**src/rtl/saes_pkg.sv**
```systemverilog
// Shared S-AES types, MixColumns coefficients, stage FSM encoding and GF(2^4) multiply.
// Used by the MixColumns stage and intended for the key-expansion and SubNibbles blocks.
package saes_pkg;

    typedef logic [15:0] state_t;
    typedef logic [3:0]  nibble_t;

    localparam nibble_t MC_FWD_A = 4'h1;
    localparam nibble_t MC_FWD_B = 4'h4;
    localparam nibble_t MC_INV_A = 4'h9;
    localparam nibble_t MC_INV_B = 4'h2;

    typedef enum logic [1:0] {
        IDLE = 2'd0,
        COL0 = 2'd1,
        COL1 = 2'd2,
        OUT  = 2'd3
    } mc_fsm_t;

    // Shift-and-add: the running multiplicand is reduced every step, so the
    // product never grows past 4 bits.
    function automatic nibble_t gf4_mul(input nibble_t a, input nibble_t b, input nibble_t poly);
        nibble_t acc;
        nibble_t x;
        acc = '0;
        x   = a;
        for (int i = 0; i < 4; i++) begin
            if (b[i]) begin
                acc = acc ^ x;
            end
            x = {x[2:0], 1'b0} ^ (x[3] ? poly : 4'h0);
        end
        return acc;
    endfunction

endpackage

```
**src/rtl/mix_column_unit.sv**
```systemverilog
// One S-AES MixColumns column: 2 nibbles in, 2 nibbles out, forward or inverse matrix.
// Purely combinational; time-shared across both columns by the sequential stage.
module mix_column_unit
    import saes_pkg::*;
#(
    parameter nibble_t POLY = 4'b0011
) (
    input  nibble_t i_s0,
    input  nibble_t i_s1,
    input  logic    i_mode,
    output nibble_t o_s0,
    output nibble_t o_s1
);

    nibble_t w_a;
    nibble_t w_b;

    // Both matrices have the form [[A,B],[B,A]], so only the coefficients change.
    assign w_a = i_mode ? MC_INV_A : MC_FWD_A;
    assign w_b = i_mode ? MC_INV_B : MC_FWD_B;

    assign o_s0 = gf4_mul(i_s0, w_a, POLY) ^ gf4_mul(i_s1, w_b, POLY);
    assign o_s1 = gf4_mul(i_s0, w_b, POLY) ^ gf4_mul(i_s1, w_a, POLY);

endmodule

```
**src/rtl/mix_columns_seq.sv**
```systemverilog
// Sequential S-AES MixColumns stage: one column per cycle, result valid 3 cycles after accept (1 with bypass).
// Single-block, no overlap: in_ready only in IDLE; result is held stable in OUT until out_ready.
module mix_columns_seq
    import saes_pkg::*;
#(
    parameter nibble_t POLY = 4'b0011
) (
    input  logic        clk,
    input  logic        rst,
    input  logic        in_valid,
    output logic        in_ready,
    input  logic [15:0] data_in,
    input  logic        mode,
    input  logic        bypass,
    output logic        out_valid,
    input  logic        out_ready,
    output logic [15:0] data_out
);

    mc_fsm_t r_state;
    mc_fsm_t w_next;

    state_t      r_data;
    logic        r_mode;
    logic [7:0]  r_hi;
    state_t      r_dout;

    nibble_t w_col_s0;
    nibble_t w_col_s1;
    nibble_t w_mc_s0;
    nibble_t w_mc_s1;

    always_ff @(posedge clk) begin
        if (rst) begin
            r_state <= IDLE;
        end else begin
            r_state <= w_next;
        end
    end

    always_comb begin
        w_next    = r_state;
        in_ready  = 1'b0;
        out_valid = 1'b0;
        unique case (r_state)
            IDLE: begin
                in_ready = 1'b1;
                if (in_valid) begin
                    w_next = bypass ? OUT : COL0;
                end
            end
            COL0: w_next = COL1;
            COL1: w_next = OUT;
            OUT: begin
                out_valid = 1'b1;
                if (out_ready) begin
                    w_next = IDLE;
                end
            end
        endcase
    end

    assign w_col_s0 = (r_state == COL0) ? r_data[15:12] : r_data[7:4];
    assign w_col_s1 = (r_state == COL0) ? r_data[11:8]  : r_data[3:0];

    mix_column_unit #(
        .POLY (POLY)
    ) u_mcu (
        .i_s0   (w_col_s0),
        .i_s1   (w_col_s1),
        .i_mode (r_mode),
        .o_s0   (w_mc_s0),
        .o_s1   (w_mc_s1)
    );

    // data_out only changes when a complete result is written, so it never
    // shows a half-built state and holds after the block leaves OUT.
    always_ff @(posedge clk) begin
        if (rst) begin
            r_data <= '0;
            r_mode <= 1'b0;
            r_hi   <= '0;
            r_dout <= '0;
        end else begin
            unique case (r_state)
                IDLE: begin
                    if (in_valid) begin
                        r_data <= data_in;
                        r_mode <= mode;
                        if (bypass) begin
                            r_dout <= data_in;
                        end
                    end
                end
                COL0: r_hi   <= {w_mc_s0, w_mc_s1};
                COL1: r_dout <= {r_hi, w_mc_s0, w_mc_s1};
                OUT: ;
            endcase
        end
    end

    assign data_out = r_dout;

endmodule

```
**config.mk**
```make
export PLATFORM = sky130hd
export DESIGN_NAME = mix_columns_seq
export DESIGN_NICKNAME = d
export VERILOG_FILES = /design/src/rtl/saes_pkg.sv /design/src/rtl/mix_column_unit.sv /design/src/rtl/mix_columns_seq.sv
export SDC_FILE = /design/constraint.sdc
export NUM_CORES = 1
export LEC_CHECK = 0
export ABC_AREA = 1
export BUFFER_PORTS_ARGS = -buffer_cell sky130_fd_sc_hd__buf_4
export CAP_MARGIN = 20
export CORE_MARGIN = 4
export CORE_UTILIZATION = 32
export CTS_BUF_LIST = sky130_fd_sc_hd__clkbuf_4 sky130_fd_sc_hd__clkbuf_8 sky130_fd_sc_hd__clkbuf_16
export DETAILED_ROUTE_END_ITERATION = 16
export SLEW_MARGIN = 10
export SYNTH_ARGS = -nofsm -noshare
export SYNTH_HDL_FRONTEND = slang
export SYNTH_SLANG_ARGS = --single-unit
```
**constraint.sdc**
```tcl
create_clock -name clk -period 1.55 [get_ports clk]
set_input_delay 0.155 -clock clk [delete_from_list [all_inputs] [get_ports clk]]
set_output_delay 0.155 -clock clk [all_outputs]
set_load 0.02 [all_outputs]
```
Yosys cells after proc, flatten, opt, wreduce, memory -nomap -nowiden
Cells that the tools add are included.
Widths: inputs -> output; s select.
{ "classes": {"n_eq_ne": 6, "muxes": 35, "n_bitwise": 20, "reduce_logical": 5} }
{ "op_table": {"columns": ["op", "n"], "rows": [
  ["$mux 4", 19],
  ["$xor 4x4->4", 19],
  ["$mux 16", 2],
  ["$pmux 16 s2", 1],
  ["$mux 2", 9],
  ["$pmux 2 s4", 1],
  ["$ne 2x2->1 const B", 3],
  ["$eq 2x2->1 const B", 2],
  ["$reduce_and 2->1", 2],
  ["$xor 4x2->4", 1],
  ["$mux 3", 1],
  ["$reduce_and 3->1", 1],
  ["$eq 2x1->1 const B", 1],
  ["$logic_not 2->1", 1],
  ["$mux 1", 2],
  ["$reduce_bool 2->1", 1]
]} }
{ "totals": {"register_bits": 43, "inputBits": 22, "out_inout_bits": 18, "word_cells": 71} }

Logic depth before layout (Yosys ltp)
{ "logic_depth": {"depth_word": 12, "depth_mapped": 15, "depth_no_buf": 13} }

By module
From an unflattened synthesis, not the netlist that was laid out.
{ "unflattened": {"cells_unflattened": 383, "area_unflattened_um2": 2319.7} }
{ "by_module_without_submodules": {"columns": ["module", "instances", "cells_each", "area_per_inst_um2", "seq_area_each_um2"], "rows": [
  ["mix_columns_seq", 1, 315, 2016.9, 860.8],
  ["mix_column_unit", 1, 68, 302.8, 0.0]
]} }

Worst setup path after synthesis
No wires, ideal clock.
{ "synth_timing": {"path_type": "register to register", "startpoint": "register r_state[1]", "endpoint": "register r_hi[1]", "setup_ns": 0.109, "arrival_ns": 1.416, "required_ns": 1.441, "path_slack_ns": 0.025, "stages_incl_launch_ff": 15, "path_buffers": 2, "synth_period_minus_slack_ns": 1.525, "path_cell_list": "dfxtp_1 -> inv_1 -> ha_1 -> buf_6 -> buf_6 -> nand2_1 -> nand3_2 -> nand2_1 -> nand2_1 -> nand2_1 -> nand2_1 -> nand2_1 -> nand2_1 -> nand2_1 -> inv_1"} }
{ "synth_via": {"elab_chain_cells": 11, "elab_cells_between_ends": 30, "classes_between": "eq/ne: 1; mux: 16; bitwise: 13"} }
{ "synth_lines": {"columns": ["item", "line", "text"], "rows": [
  ["start: declaration", "mix_columns_seq.sv:20", "mc_fsm_t r_state;"],
  ["start signal: assignment", "mix_columns_seq.sv:37", "r_state <= w_next;"],
  ["$eq 2x1->1 (*)", "mix_columns_seq.sv:63, mix_columns_seq.sv:64, mix_columns_seq.sv:85", null],
  ["$mux 4, on equally long branches", "mix_columns_seq.sv:63, mix_columns_seq.sv:64", null],
  ["$mux 2", "saes_pkg.sv:31", "x = {x[2:0], 1'b0} ^ (x[3] ? poly : 4'h0);"],
  ["$xor 4x4->4", "saes_pkg.sv:31", null],
  ["$xor 4x4->4", "saes_pkg.sv:29", "acc = acc ^ x;"],
  ["$mux 4", "saes_pkg.sv:28", "if (b[i]) begin"],
  ["$xor 4x4->4", "saes_pkg.sv:29", null],
  ["$mux 4", "saes_pkg.sv:28", null],
  ["$xor 4x4->4", "saes_pkg.sv:29", null],
  ["$mux 4", "saes_pkg.sv:28", null],
  ["$xor 4x4->4", "mix_column_unit.sv:23", "assign o_s1 = gf4_mul(i_s0, w_b, POLY) ^ gf4_mul(i_s1, w_a, POLY);"],
  ["end signal: assignment", "mix_columns_seq.sv:95", "COL0: r_hi <= {w_mc_s0, w_mc_s1};"],
  ["end: declaration", "mix_columns_seq.sv:25", "logic [7:0] r_hi;"]
]} }
Every way passes the cells marked *; elsewhere a longest branch is shown, timed or not.
A chain may end at the register's enable or synchronous reset.

Worst setup path after layout
{ "layout_timing": {"startpoint": "register r_state[1]", "endpoint": "register r_hi[5]"} }
{ "layout_via": {"elab_chain_cells": 11, "elab_cells_between_ends": 30, "classes_between": "eq/ne: 1; mux: 16; bitwise: 13"} }
{ "layout_lines": {"columns": ["item", "line", "text"], "rows": [
  ["$eq 2x1->1 (*)", "mix_columns_seq.sv:63, mix_columns_seq.sv:64, mix_columns_seq.sv:85", null],
  ["$mux 4, on equally long branches", "mix_columns_seq.sv:63, mix_columns_seq.sv:64", null],
  ["$mux 2", "saes_pkg.sv:31", null],
  ["$xor 4x4->4", "saes_pkg.sv:31", null],
  ["$xor 4x4->4", "saes_pkg.sv:29", null],
  ["$mux 4", "saes_pkg.sv:28", null],
  ["$xor 4x4->4", "saes_pkg.sv:29", null],
  ["$mux 4", "saes_pkg.sv:28", null],
  ["$xor 4x4->4", "saes_pkg.sv:29", null],
  ["$mux 4", "saes_pkg.sv:28", null],
  ["$xor 4x4->4", "mix_column_unit.sv:22", "assign o_s0 = gf4_mul(i_s0, w_a, POLY) ^ gf4_mul(i_s1, w_b, POLY);"]
]} }
Marks and branches as above.

==> results.toml <==
[outcome]
status = "finished, violations left"
violations = "negative setup slack"

[global_routing]
grt_usage = 0.159
grt_max_degree = 37
grt_pass1_wl_um = 10900
grt_pass1_vias = 2313
antenna_found_initial = 0
grt-ovfl-total = 0

[timing]
final_hold_viol_count = 0
setup_viol = 1
worst_pin_slew_ns = 0.334
relSlewSlack = 0.777
fin_setup_tns_ns = -0.00950
setup_ws_ns = -0.00950
period_share = 1.01
max_clock_freq_mhz = 641
maxSlewViolCount = 0
rsz0062_at_grt = "true"
period_minus_slack_ns = 1.56
finClkSkew_ns = 0.0189

[worst_hold_path]
min_path_cells = 3
holdCritStartpoint = "data_in[9]"
hold_path_class = "in -> reg"
holdPathEnd = "r_data[9]$_SDFFE_PP0P_"

[drt]
wl_per_cell_um = 15.3
post-route-drc-count = 0
vias = 2453
wl_um = 7460
dr.first_iter.drc_count = 122
ant_nets = 0
drt_first_pass_iters = 5
viasPerCell = 5.03

[cells_and_area]
fillers = 676
finish.utilization = 0.485
design_area_um2 = 3350
drive_above_1_share = 0.398
final_common_cell = "nand2_1"
final_nets = 417
mostFrequentLayoutCells = "nand2_1 (56), buf_4 (55), dfxtp_1 (41)"
antenna_cells = 0
areaGrowthSynthToFinish_pct = 45.4

[yosys]
syn_nets = 362
netlist_area_um2 = 2310
synth_compound_area_frac = 0.190
synth_cell_types = 26
synthSimpleGateAreaFrac = 0.311
synth.ff_latch_count = 43
synth_top_family_by_area = "simple AND/OR/NAND/NOR gates"
avgSynthCellArea_um2 = 6.86
synthAdderAreaFrac = 0.0217
yosysWarnings = 0
synth_mux_area_frac = 0
synth-xor-area-share = 0.00380
synthCells = 336
yosysSeqAreaShare = 0.373

[floorplan]
start_util = 0.334
die_area_um2 = 8630
pin_count = 40
rows = 30
core_area_um2 = 6910
die_w_um = 92.9
die_h_um = 92.9

[power_and_ir_drop]
power.leakage_uw = 0.00157
p_int_uw = 3930
swShare = 0.484
clock_power_share = 0.103
pwr-share-seq = 0.240
switchingPower_uw = 3690
p_comb_frac = 0.657
power_density_nw_per_um2 = 2270
ir_drop_mv = 0.695
p_total_uw = 7620

[worst_setup_path]
reg2reg_from = "r_state[1]$_SDFFE_PP0P_"
crit_family = "simple AND/OR/NAND/NOR gates"
cp_slowest_cell = "dfxtp_2"
timing.rr.end = "r_hi[5]$_SDFFE_PP0P_"
r2r_slack_ns = -0.009
endpoint_kind = "register"
max_stage_delay_ns = 0.33
path_buf_inv = 4
crit_required_ns = 1.78
reg2regPathDepth = 14
cp_common_cell = "nand2_1"
worst_setup_path_start_kind = "register"
cp_data_arrival_time_ns = 1.79
path_class = "reg -> reg"
cp_cell_sequence = "inv_2 -> ha_4 -> buf_12 -> inv_16 -> nand2_8 -> nand3_4 -> nand2_1 -> nand2_1 -> nand2_1 -> nand2_2 -> nand2_2 -> nand2_1 -> nand2_1 -> inv_1"
critPathMaxFanout = 6

[clock_network]
clock_sinks = 43
h-tree-depth = 2
root_buffer = "clkbuf_8"
ctsHoldBuffers = 0
clk_latency_ns = 0.31
cts_made_buffers = 5
cts_tree = "yes"
clk_pin_slew_ns = 0.10
cts.path.max_buffers = 2

[placement]
pre_cts_slack_ns = -0.117
portBuffers = 39
gp_congestion = 0.847
place_area_um2 = 2770
post-dp-hpwl_um = 4950

[flow_run]
cap_violations = 0
==> power groups by stage <==
stage	logic [µW]	clock network (µW)	registers, µW
after floorplan	2380	0	1950
after global placement	3620	0	1780
after detailed placement	3700	0	1770
after CTS	3780	788	1770
after global routing	5450	826	1870
final	5000	788	1830
==> registers in the layout, indices dropped and copies added, names as in the netlist <==
signal    flops
data_out     16
r_data       16
r_hi          8
r_mode        1
r_state       2
==> layer usage <==
metal,track usage,vias up,part of all wire
li1,-,1205,-
met1,0.209,1182,0.46
met2,0.261,53,0.49
met3,0.0284,13,0.031
met4,0.0549,0,0.024
met5,0,-,0
==> through the flow <==
stage / cells / hold WS (ns)
floorplan: 336 / 0.298
global placement: 473 / 0.430
detailed placement: 473 / 0.441
CTS: 481 / 0.119
global route: 488 / 0.127
finish: 488 / 0.112
==> how the worst max path moves through the flow <==
| stage | from | endpoint | slack (ns) | depth (start not counted) |
|---|---|---|---|---|
| detailed placement | r_state[1]$_SDFFE_PP0P_ | r_hi[2]$_SDFFE_PP0P_ | -0.12 | 11 |
| CTS | r_state[1]$_SDFFE_PP0P_ | r_hi[2]$_SDFFE_PP0P_ | -0.01 | 11 |
| global route | r_state[1]$_SDFFE_PP0P_ | r_hi[2]$_SDFFE_PP0P_ | -0.08 | 14 |
| floorplan | r_state[1]$_SDFFE_PP0P_ | r_hi[1]$_SDFFE_PP0P_ | 0.03 | 14 |
| finish | r_state[1]$_SDFFE_PP0P_ | r_hi[5]$_SDFFE_PP0P_ | -0.009 | 14 |
| global placement | r_state[1]$_SDFFE_PP0P_ | r_hi[2]$_SDFFE_PP0P_ | -0.08 | 11 |
==> timing repair <==
action,CTS,global route
endpoints found under the setup margin,16,32
cloned,0,3
pin swaps,1,26
resized for setup,8,98
setup buffers,0,4
==> worst register-to-register path, cell delays in order, from the launching register on <==
cell and delay (ns):
dfxtp_2 0.33, inv_2 0.08, ha_4 0.23, buf_12 0.14, inv_16 0.05, nand2_8 0.06, nand3_4 0.07, nand2_1 0.09
nand2_1 0.07, nand2_1 0.09, nand2_2 0.07, nand2_2 0.08, nand2_1 0.05, nand2_1 0.05, inv_1 0.03
==> cell type report <==
cell class / instances / area [µm²] / share of cell area
clock buffers: 6 / 82.6 / 0.0246
inverters: 31 / 134 / 0.0399
multi-input cells: 246 / 1540 / 0.460
well taps: 96 / 120 / 0.0358
flip-flops and latches: 43 / 863 / 0.258
repair inverters: 1 / 20.0 / 0.00597
clock inverters: 2 / 16.3 / 0.00485
repair buffers: 63 / 574 / 0.171
==> synth_stat cells, drive strengths merged <==
cell	number	share of area
xor2	1	0.0038
nand2	101	0.18
buf	11	0.040
a31oi	10	0.027
clkbuf	5	0.0081
inv	31	0.053
o21ai	42	0.096
o22ai	1	0.0027
dfxtp	43	0.37
nand3	32	0.084
ha	4	0.022
a21o	2	0.0065
nor2	28	0.046
a21oi	25	0.058
==> logic make-up (layout without fill, tap and decap cells) <==
logic type	count (synthesis)	count (layout)
AND/OR/NAND/NOR	161	161
buffers and inverters	47	103
adder cells (fa/ha/maj)	4	4
XOR/XNOR	1	1
AO/OA/AOI/OAI	80	80
flip-flops	43	43
(Power assumes the default switching activity.)
